[src/rtl/dram_port_arbiter.sv]
// Round-robin N-port arbiter feeding one DRAM command slot, with a read-tag FIFO for response routing.
// Optional stall counter enabled by defining DRAM_ARB_PERF_STALL_EN.
module dram_port_arbiter #(
  parameter int NUM_PORTS       = 2,
  parameter int ADDR_WIDTH      = 27,
  parameter int DATA_WIDTH      = 128,
  parameter int MASK_WIDTH      = 16,
  parameter int MAX_OUTSTANDING = 4
) (
  input  logic                            clock,
  input  logic                            resetn,
  input  logic [NUM_PORTS-1:0]            port_ren,
  input  logic [NUM_PORTS-1:0]            port_wen,
  input  logic [NUM_PORTS*ADDR_WIDTH-1:0] port_addr,
  input  logic [NUM_PORTS*DATA_WIDTH-1:0] port_wdata,
  input  logic [NUM_PORTS*MASK_WIDTH-1:0] port_wmask,
  output logic [NUM_PORTS-1:0]            port_ready,
  output logic [DATA_WIDTH-1:0]           port_rdata,
  output logic [NUM_PORTS-1:0]            port_rvalid,
  output logic                            dram_ren,
  output logic                            dram_wen,
  output logic [ADDR_WIDTH-1:0]           dram_addr,
  output logic [DATA_WIDTH-1:0]           dram_wdata,
  output logic [MASK_WIDTH-1:0]           dram_wmask,
  input  logic                            dram_busy,
  input  logic [DATA_WIDTH-1:0]           dram_rdata,
  input  logic                            dram_rdata_valid,
  output logic                            err_orphan,
  output logic [31:0]                     perf_stall_cnt
);

  localparam int PTR_W   = (NUM_PORTS > 1) ? $clog2(NUM_PORTS) : 1;
  localparam int FIFO_AW = $clog2(MAX_OUTSTANDING);
  localparam int CNT_W   = FIFO_AW + 1;

  logic                  r_cmd_valid;
  logic                  r_cmd_wr;
  logic [ADDR_WIDTH-1:0] r_cmd_addr;
  logic [DATA_WIDTH-1:0] r_cmd_wdata;
  logic [MASK_WIDTH-1:0] r_cmd_wmask;
  logic [PTR_W-1:0]      r_ptr;

  logic [PTR_W-1:0]      r_tag_mem [MAX_OUTSTANDING];
  logic [FIFO_AW-1:0]    r_wr_ptr;
  logic [FIFO_AW-1:0]    r_rd_ptr;
  logic [CNT_W-1:0]      r_count;

  logic [NUM_PORTS-1:0]  r_rvalid;
  logic [DATA_WIDTH-1:0] r_rdata;
  logic                  r_orphan;

  logic                  w_slot_free;
  logic                  w_full;
  logic [NUM_PORTS-1:0]  w_elig;
  logic                  w_hi_valid;
  logic [PTR_W-1:0]      w_hi_idx;
  logic                  w_lo_valid;
  logic [PTR_W-1:0]      w_lo_idx;
  logic                  w_grant_valid;
  logic [PTR_W-1:0]      w_grant_idx;
  logic                  w_grant_wr;
  logic                  w_push;
  logic                  w_pop;

  logic [ADDR_WIDTH-1:0] w_addr  [NUM_PORTS];
  logic [DATA_WIDTH-1:0] w_wdata [NUM_PORTS];
  logic [MASK_WIDTH-1:0] w_wmask [NUM_PORTS];

  assign w_slot_free = !r_cmd_valid || !dram_busy;
  assign w_full      = (r_count == CNT_W'(MAX_OUTSTANDING));
  assign w_elig      = port_wen | (port_ren & {NUM_PORTS{!w_full}});

  always_comb begin
    for (int i = 0; i < NUM_PORTS; i++) begin
      w_addr[i]  = port_addr[i*ADDR_WIDTH +: ADDR_WIDTH];
      w_wdata[i] = port_wdata[i*DATA_WIDTH +: DATA_WIDTH];
      w_wmask[i] = port_wmask[i*MASK_WIDTH +: MASK_WIDTH];
    end
  end

  // Lowest eligible index at/after the pointer wins; otherwise wrap to the lowest eligible overall.
  always_comb begin
    w_hi_valid = 1'b0;
    w_hi_idx   = '0;
    w_lo_valid = 1'b0;
    w_lo_idx   = '0;
    for (int i = NUM_PORTS - 1; i >= 0; i--) begin
      if (w_elig[i]) begin
        w_lo_valid = 1'b1;
        w_lo_idx   = PTR_W'(i);
        if (PTR_W'(i) >= r_ptr) begin
          w_hi_valid = 1'b1;
          w_hi_idx   = PTR_W'(i);
        end
      end
    end
  end

  assign w_grant_idx   = w_hi_valid ? w_hi_idx : w_lo_idx;
  assign w_grant_valid = w_lo_valid && w_slot_free && resetn;
  assign w_grant_wr    = port_wen[w_grant_idx];
  assign w_push        = w_grant_valid && !w_grant_wr;
  assign w_pop         = dram_rdata_valid && (r_count != '0);

  always_comb begin
    port_ready = '0;
    if (w_grant_valid) begin
      port_ready[w_grant_idx] = 1'b1;
    end
  end

  always_ff @(posedge clock) begin
    if (!resetn) begin
      r_cmd_valid <= 1'b0;
      r_cmd_wr    <= 1'b0;
      r_cmd_addr  <= '0;
      r_cmd_wdata <= '0;
      r_cmd_wmask <= '0;
      r_ptr       <= '0;
    end else begin
      if (w_slot_free) begin
        r_cmd_valid <= w_grant_valid;
      end
      if (w_grant_valid) begin
        r_cmd_wr    <= w_grant_wr;
        r_cmd_addr  <= w_addr[w_grant_idx];
        r_cmd_wdata <= w_wdata[w_grant_idx];
        r_cmd_wmask <= w_wmask[w_grant_idx];
        if (w_grant_idx == PTR_W'(NUM_PORTS - 1)) begin
          r_ptr <= '0;
        end else begin
          r_ptr <= w_grant_idx + PTR_W'(1);
        end
      end
    end
  end

  always_ff @(posedge clock) begin
    if (w_push) begin
      r_tag_mem[r_wr_ptr] <= w_grant_idx;
    end
  end

  // Responses come back in issue order, so the FIFO head always names the owner of the returning data.
  always_ff @(posedge clock) begin
    if (!resetn) begin
      r_wr_ptr <= '0;
      r_rd_ptr <= '0;
      r_count  <= '0;
      r_rvalid <= '0;
      r_rdata  <= '0;
      r_orphan <= 1'b0;
    end else begin
      if (w_push) begin
        r_wr_ptr <= r_wr_ptr + FIFO_AW'(1);
      end
      if (w_pop) begin
        r_rd_ptr <= r_rd_ptr + FIFO_AW'(1);
      end
      case ({w_push, w_pop})
        2'b10:   r_count <= r_count + CNT_W'(1);
        2'b01:   r_count <= r_count - CNT_W'(1);
        default: r_count <= r_count;
      endcase
      r_rvalid <= '0;
      if (w_pop) begin
        r_rvalid[r_tag_mem[r_rd_ptr]] <= 1'b1;
        r_rdata                       <= dram_rdata;
      end
      if (dram_rdata_valid && (r_count == '0)) begin
        r_orphan <= 1'b1;
      end
    end
  end

  assign dram_ren    = r_cmd_valid && !r_cmd_wr;
  assign dram_wen    = r_cmd_valid && r_cmd_wr;
  assign dram_addr   = r_cmd_addr;
  assign dram_wdata  = r_cmd_wdata;
  assign dram_wmask  = r_cmd_wmask;
  assign port_rvalid = r_rvalid;
  assign port_rdata  = r_rdata;
  assign err_orphan  = r_orphan;

`ifdef DRAM_ARB_PERF_STALL_EN
  logic [31:0] r_stall_cnt;

  // A stall is any cycle with a pending request that wins nothing; the count saturates.
  always_ff @(posedge clock) begin
    if (!resetn) begin
      r_stall_cnt <= '0;
    end else if ((|(port_ren | port_wen)) && !w_grant_valid && (r_stall_cnt != '1)) begin
      r_stall_cnt <= r_stall_cnt + 32'd1;
    end
  end

  assign perf_stall_cnt = r_stall_cnt;
`else
  assign perf_stall_cnt = '0;
`endif

endmodule

[config.mk]
export PLATFORM = sky130hd
export DESIGN_NAME = dram_port_arbiter
export DESIGN_NICKNAME = d
export VERILOG_FILES = /design/src/rtl/dram_port_arbiter.sv
export SDC_FILE = /design/constraint.sdc
export NUM_CORES = 1
export LEC_CHECK = 0
export CAP_MARGIN = 20
export CORE_AREA = 4 4 313 315
export CTS_CLUSTER_DIAMETER = 40
export DETAILED_ROUTE_END_ITERATION = 16
export DIE_AREA = 0 0 317 319
export PLACE_DENSITY = 0.45
export SLEW_MARGIN = 30
export SYNTH_ARGS = -nofsm -noshare
export SYNTH_HDL_FRONTEND = slang
export SYNTH_SLANG_ARGS = --single-unit
export TNS_END_PERCENT = 30
[constraint.sdc]
create_clock -name clock -period 3.4 [get_ports clock]
set_input_delay 0.68 -clock clock [delete_from_list [all_inputs] [get_ports clock]]
set_output_delay 0.68 -clock clock [all_outputs]
set_load 0.03 [all_outputs]
* Word level (Yosys, flattened, before mapping)
Memory sizes are Yosys's and may differ from the RTL's. A register that Yosys moved wholly into a read port is not among the register bits. Cells that the tools add are included.
Cells by class: add/subtract/negate cells 5, order comparisons 7, equality and inequality tests 3, muxes and demuxes 32, bitwise logic cells 3, reduce and logical (&&, ||, !) cells 19
Operators with widths (number):
- $mux 128 | 3
- $mux 27 | 3
- $mux 16 | 3
- $mux 1 | 17
- $logic_and 1x1->1 | 9
- $mux 2 | 3
- $pmux 3 s2 | 1
- $logic_not 1->1 | 5
- $add 2x1->2 const B | 2
- $lt 1x2->1 const B | 2
- $add 3x1->3 const B | 1
- $eq 3x3->1 const B | 1
- $logic_not 3->1 | 1
- $reduce_bool 3->1 | 1
- $sub 3x1->3 const B | 1
- $and 2x2->2 | 1
- $demux 1 s1 | 2
- $eq 2x1->1 const B | 1
- $eq 2x2->1 const B | 1
- $ge 1x1->1 const A | 2
- $ge 1x1->1 const B | 2
- $ge 2x2->1 const B | 1
- $not 1->2 | 1
- $or 2x2->2 | 1
- other kinds (4) | 4
Word-level totals: flip-flop bits (word level) 312, RAM bits 4, bits of input ports 478, output and inout port bits 338, logic and storage cells 82, memories 1
Memories:
- r_tag_mem | depth 4, bits a word 1, rd ports 1, clocked after memory_dff 1, wr ports 1, RTL line 43 | logic [PTR_W-1:0] r_tag_mem [MAX_OUTSTANDING];

* Logic depth before layout (Yosys ltp)
Gate-level depths: netlist of the first run.
depth in word-level cells 14, gate-level depth with buffers 12, mapped depth without buffers 11

* Worst setup path before layout of the first run
Ideal clock, no wire load.
path type in2out, from input resetn, to output port_ready[1], arrival 2.068 ns, required time 2.720 ns, setup slack 0.652 ns, stages on the path 5, path buffers 2, path through buf_2 > a21boi_0 > o211ai_1 > nor2_2 > clkbuf_1
On the way: longest elaborated chain between the ends 2
RTL lines:
- start: declaration | RTL line 11 | input logic resetn,
- $logic_and 1x1->1 | RTL line 100 | assign w_grant_valid = w_lo_valid && w_slot_free && resetn;
- $mux 2 | RTL line 107 | if (w_grant_valid) begin
- end: declaration | RTL line 17 | output logic [NUM_PORTS-1:0] port_ready,
No other way between the ends.

* Worst setup path in the final report of the first run
from input port_wen[0], to output port_ready[0]
On the way: longest elaborated chain between the ends 8, elaborated cells between the ends (all ways) 14, those cells by class order compare: 2; mux: 8; bitwise: 1; reduce/logical: 3
RTL lines:
- start: declaration | RTL line 13 | input logic [NUM_PORTS-1:0] port_wen,
- $or 2x2->2 (*) | RTL line 71 | assign w_elig = port_wen | (port_ren & {NUM_PORTS{!w_full}});
- $mux 1 | RTL line 88 | if (w_elig[i]) begin
- $mux 1 | RTL line 99 | assign w_grant_idx = w_hi_valid ? w_hi_idx : w_lo_idx;
- $lt 1x2->1 (implied by the code) or $ge 1x1->1 (tied branches) | RTL line 108 | port_ready[w_grant_idx] = 1'b1;
- $logic_and 1x1->1 (implied by the code) | RTL line 108
- $mux 1 (implied by the code) | RTL line 108
- $demux 1 s1 | RTL line 108
- $mux 2 (*) | RTL line 107
Mark *: on every way between the ends. The rest lies on a longest branch, timed or not.

==> flow_summary_export.csv, run 1 <==
group,metric,value,unit
setup_path,cp-start-kind,"input pin",
power_and_ir_drop,pwr-share-seq,27.6,%
setup_path,r2r_start,"r_count[2]",
drt,ant_nets,0,
layout,fin_area,24200,um2
placement,dp_cells,3224,
setup_path,worstPathMaxFanout,4,
worst_hold_path,hold_path_class,"flop to flop",
placement,port_buffers,783,
power_and_ir_drop,p_comb_share,26.3,%
synth,ys_seq_area_share,51.6,%
floorplan,ios,816,
clock_network,clk_transition_reported_paths,0.04,ns
synth,synth_edf_count,4,
worst_hold_path,whs_path_depth,2,
global_route,grt.total_usage,12.5,%
synth,synth_area_leaders,"dfxtp_1, a222oi_1, nor2b_1",
drt,wl,67.3,mm
sta,fin_setup_tns,0,ns
worst_hold_path,min_to,"port_rdata[40]",
power_and_ir_drop,p_leak,0.00838,uW
sta,fmax,0.326,GHz
layout,area_growth_syn_to_layout,94.7,%
clock_network,clk_latency,0.60,ns
clock_network,cts-root-buf,"clkbuf_16",
layout,fin_nets,2519,
status,status,"completed",
sta,holdWs,0.461,ns
placement,place_hpwl,51.0,mm
synth,synthFlopType,"dfxtp_1",
placement,gp_congestion,0.780,
sta,slew_violations,0,
sta,worstMarginPinSlew,0.931,ns
clock_network,cts_num_sinks,318,
clock_network,cts_tree,"built",
setup_path,crit_type,"input pin to output port",
worst_hold_path,min_from,"port_rdata[40]",
layout,instances_no_fill,3372,
synth,yosysUniqueCellTypes,38,
synth,synth_cells,1272,
power_and_ir_drop,powerDensity,692,nW/um2
power_and_ir_drop,vdd_drop_max,0.367,mV
synth,syn_area,12400,um2
floorplan,start_util,13.1,%
floorplan,std_cell_rows,113,
drt,wire_per_inst,19.9,um
power_and_ir_drop,clkPwrFrac,46.1,%
clock_network,cts_buffers,74,
global_route,grt_pass1_wl,93.5,mm
synth,synth_common_cells,"dfxtp_1, nand2_1, nor2b_1",
clock_network,clockBufferDepth,3,
synth,synth.avg_cell_area,9.77,um2
global_route,grt_start_max_net_pins,132,
sta,final-setup-viol-count,0,
drt,drc,0,
layout,layout-drive-gt1-share,7.55,%
drt,drtPass1Iterations,10,
synth,yosysWarnings,0,
sta,timing.final.crit_share,90.1,%
synth,yosysTopAreaCell,"dfxtp_1",
sta,slew_headroom,38.0,%
sta,fin_crit,3.06,ns
synth,ys_ff_latch,318,
drt,vias,13100,
power_and_ir_drop,switching_share,30.5,%
setup_path,critPathRequiredTime,2.72,ns
sta,rsz0062_at_grt,"no",
power_and_ir_drop,p_int,11600,uW
setup_path,r2r-end,"dram_wdata[27]",
global_route,overflow,0,
setup_path,cp.arrival,2.38,ns
setup_path,rrSetupSlack,1.00,ns
sta,hold_violations,0,
synth,yosysMostFrequentCell,"dfxtp_1",
synth,async_flop_share,0,%
floorplan,fp.dieW,317,um
power_and_ir_drop,net-switching-power,5100,uW
clock_network,cts_resized,0,
floorplan,design.die.area,101000,um2
setup_path,end_kind,"output port",
placement,post_dp_cell_area,21500,um2
drt,via_per_inst,3.89,
clock_network,cts_setup_buffers,0,
drt,dr.first_iter.drc_count,1192,
floorplan,core-area,94900,um2
setup_path,ff2ff_path_depth,6,
clock_network,cts_hold_buf,0,
floorplan,die_h,319,um
clock_network,htree_levels,3,
sta,skew,0.0131,ns
global_route,grt_antenna_before_repair,24,
flow_run,cap_violations,0,
global_route,grt_pass1_vias,13500,
synth,synth_top_area_share,50.6,%
## cell families after synthesis
| logic type | share of synthesized area, % |
|---|---|
| AO/OA/AOI/OAI | 22.4 |
| XOR/XNOR | 0.282 |
| adder cells (fa/ha/maj) | 0.665 |
| buffers and inverters | 6.64 |
| flip-flops | 51.6 |
| multiplexers | 0.342 |
| other | 0.0302 |
| AND/OR/NAND/NOR | 18.1 |
## worst max-delay path by stage
stage | end | from | cells after the start
after floorplan | port_ready[1] | resetn | 5
after global placement | r_count[2] | port_wen[0] | 12
after detailed placement | r_count[2] | port_wen[0] | 12
after CTS | port_ready[0] | port_wen[0] | 6
after global routing | port_ready[1] | port_wen[0] | 7
final | port_ready[0] | port_wen[0] | 6
## registers in the layout (all words and copies together), names as in the netlist, named ones only
name and flops:
r_tag_mem 4, dram_addr 27, dram_wmask 16, r_rd_ptr 2, port_rvalid 2, r_count 3
err_orphan 1, r_cmd_wr 1, r_ptr 1, port_rdata 128, r_cmd_valid 1, dram_wdata 128
r_wr_ptr 2
## routing by layer
| layer | share of wire [%] | GRT usage [%] | up-vias |
|---|---|---|---|
| li1 | - | - | 6112 |
| met1 | 38 | 13.5 | 6211 |
| met2 | 48 | 20.7 | 665 |
| met3 | 10 | 5.49 | 115 |
| met4 | 3.2 | 6.07 | 2 |
| met5 | 0.010 | 0 | - |
## cell type report
cell class	count	area, um2
fillers	10100	70700
repair buffers	808	8110
flip-flops and latches	318	6410
multi-input cells	825	5340
clock buffers	96	2040
well taps	1265	1580
clock inverters	37	648
diodes	15	37.5
inverters	8	32.5
## worst max-delay path, cell delays in order
cell and delay, ns:
clkdlybuf4s50_1 0.46, buf_4 0.17, or4_1 0.53, o211ai_4 0.13
o21ba_4 0.22, buf_4 0.19
## cell usage in the layout (no fill, tap or decap), types with 2 or more instances in the layout
master / count
clkinv_8: 2
clkbuf_1: 13
and3_1: 2
buf_4: 20
bufinv_16: 16
mux2i_1: 2
inv_1: 7
clkbuf_16: 75
nor2_1: 3
nand2_1: 263
clkinvlp_4: 4
a21boi_0: 133
conb_1: 32
ha_1: 5
edfxtp_1: 4
a222oi_1: 171
nand2b_1: 2
inv_6: 2
clkbuf_8: 8
o21ai_0: 3
a21oi_1: 5
xnor2_1: 3
dfxtp_1: 314
nor2b_1: 173
diode_2: 15
or2_2: 2
clkinv_2: 10
clkinv_4: 2
nor3_1: 2
clkdlybuf4s50_1: 780
buf_12: 7
and2_1: 10
## through the flow
stage	power, uW	worst slack, ns	util [%]
after detailed placement	9130	0.144	22.6
final	16700	0.336	25.5
after floorplan	6970	0.652	-
after global placement	9070	0.0891	22.6
after CTS	17000	0.312	25.5
after global routing	17500	0.237	25.5
## power groups by stage
stage	logic, uW	clock network [uW]	registers [uW]
after floorplan	1310	0	5650
after global placement	4420	0	4660
after detailed placement	4450	0	4680
after CTS	4470	7940	4620
after global routing	4700	8110	4680
final	4400	7710	4620
Power figures use the tool's default switching activity.
==> run 2: changes to the inputs <==
CAP_MARGIN = unset   (was 20)
REMOVE_ABC_BUFFERS = 1   (was unset)
==> run 2 against run 1 <==
Net effect:
- first-iteration DRC count is 5.9% lower
- critical path depth stayed put
- die area stayed put
- register-to-register slack worse by 0.17 ns
- largest cell class unchanged
- clock power is 7.8% higher
- critical path type unchanged
- critical endpoint unchanged
==> flow_summary_export.csv, run 2 (synthesis results as in run 1) <==
group,metric,value,unit
floorplan,core-area,94900,um2
placement,dp_cells,3224,
floorplan,die_h,319,um
sta,skew,0.0199,ns
flow_run,cap_violations,0,
clock_network,cts_buffers,80,
floorplan,design.die.area,101000,um2
clock_network,htree_levels,3,
layout,final_cell_mix,"clkdlybuf4s50_1, dfxtp_1, nand2_1",
sta,slew_headroom,48.1,%
clock_network,cts_tree,"built",
power_and_ir_drop,powerDensity,707,nW/um2
power_and_ir_drop,vdd_drop_max,0.370,mV
placement,gp_congestion,0.774,
floorplan,ios,816,
drt,drc,0,
clock_network,clk_latency,0.61,ns
power_and_ir_drop,p_leak,0.00852,uW
sta,final-setup-viol-count,0,
global_route,grt_antenna_before_repair,2,
drt,via_per_inst,3.85,
clock_network,clk_transition_reported_paths,0.05,ns
layout,fillCellCount,10100,
drt,wl,61.4,mm
clock_network,cts_setup_buffers,0,
global_route,grt.total_usage,11.4,%
clock_network,cts_resized,0,
sta,hold_violations,0,
status,status,"completed",
global_route,grt_pass1_vias,13400,
sta,rsz0062_at_grt,"no",
drt,wire_per_inst,18.2,um
layout,layout-drive-gt1-share,8.54,%
setup_path,cp-start-kind,"input pin",
setup_path,worstPathMaxFanout,6,
sta,timing.final.crit_share,93.0,%
sta,slew_violations,0,
sta,holdWs,0.458,ns
setup_path,end_kind,"output port",
clock_network,cts_num_sinks,318,
layout,fin_nets,2525,
placement,place_hpwl,45.0,mm
setup_path,critPathRequiredTime,2.72,ns
global_route,grt_pass1_wl,86.6,mm
drt,vias,13000,
floorplan,std_cell_rows,113,
layout,instances_no_fill,3375,
layout,final_common_cell,"clkdlybuf4s50_1",
clock_network,cts_hold_buf,0,
layout,area_growth_syn_to_layout,97.0,%
placement,port_buffers,783,
floorplan,fp.dieW,317,um
drt,dr.first_iter.drc_count,1122,
drt,ant_nets,0,
sta,worstMarginPinSlew,0.778,ns
floorplan,start_util,13.1,%
setup_path,cp.arrival,2.48,ns
clock_network,cts-root-buf,"clkbuf_16",
setup_path,crit_type,"input pin to output port",
sta,fin_crit,3.16,ns
global_route,grt_start_max_net_pins,157,
clock_network,clockBufferDepth,3,
global_route,overflow,0,
drt,drtPass1Iterations,10,
worst_hold_path,hold_path_class,"flop to flop",
sta,fmax,0.316,GHz
run 2: cell types whose count changed in the layout (fill, tap and decap cells not counted), moves of 2 or more:
cell,previous run,this run
bufinv_16,16,14
clkinv_2,10,7
clkbuf_8,8,13
clkinv_8,2,0
inv_6,2,5
buf_4,20,17
buf_12,7,9
clkbuf_1,13,6
diode_2,15,3
clkinv_4,2,7
clkbuf_16,75,85
clkinvlp_4,4,11
run 2: path summary, 6_finish.rpt:
kind | slack, ns | endpoint | startpoint | depth (start not counted)
worst max-delay path | 0.24 | port_ready[0] | port_ren[0] | 6
worst min register to register | 0.46 | port_rdata[45] | port_rdata[45] | 2
worst min-delay path | 0.46 | port_rdata[45] | port_rdata[45] | 2
worst max register to register | 0.83 | dram_wdata[28] | r_count[0] | 6
run 2: layout make-up:
| class | count | area [um2] | share of cell area [%] |
|---|---|---|---|
| Timing Repair Buffer | 808 | 8140 | 33.2 |
| Sequential cell | 318 | 6410 | 26.2 |
| Multi-Input combinational cell | 825 | 5340 | 21.8 |
| Clock buffer | 104 | 2330 | 9.51 |
| Tap cell | 1265 | 1580 | 6.47 |
| Clock inverter | 44 | 643 | 2.63 |
| Inverter | 8 | 32.5 | 0.133 |
| Antenna cell | 3 | 7.51 | 0.0307 |
run 2: critical path, cell delays in order:
cell and delay, ns:
clkdlybuf4s50_1 0.44, buf_4 0.16, or4_1 0.57, o211ai_4 0.13, o21ba_4 0.26, buf_4 0.21
run 2: metrics by stage:
stage	power (uW)	cell area, um2	worst slack [ns]	utilization, %	setup TNS, ns
after global routing	18100	24500	0.148	25.8	0
after global placement	9070	21500	0.0622	22.7	0
final	17300	24500	0.237	25.8	0
after floorplan	6850	11700	-4.14	-	-1028.31
after CTS	17600	24500	0.211	25.8	0
after detailed placement	9130	21500	0.0721	22.7	0
run 2: power breakdown:
part | internal (uW) | switching [uW] | leakage, uW | total [uW]
clock | 5870 | 2440 | 0.00143 | 8310
combinational | 1910 | 2470 | 0.00449 | 4390
sequential | 4300 | 312 | 0.00260 | 4620
run 2: routing by layer:
layer | wire length (um) | track usage, % | vias to the layer above
met5 | 0 | 0 | -
met4 | 2100 | 4.69 | 0
met3 | 5440 | 3.96 | 119
met2 | 31300 | 20.2 | 584
met1 | 22600 | 12.2 | 6186
li1 | - | - | 6116
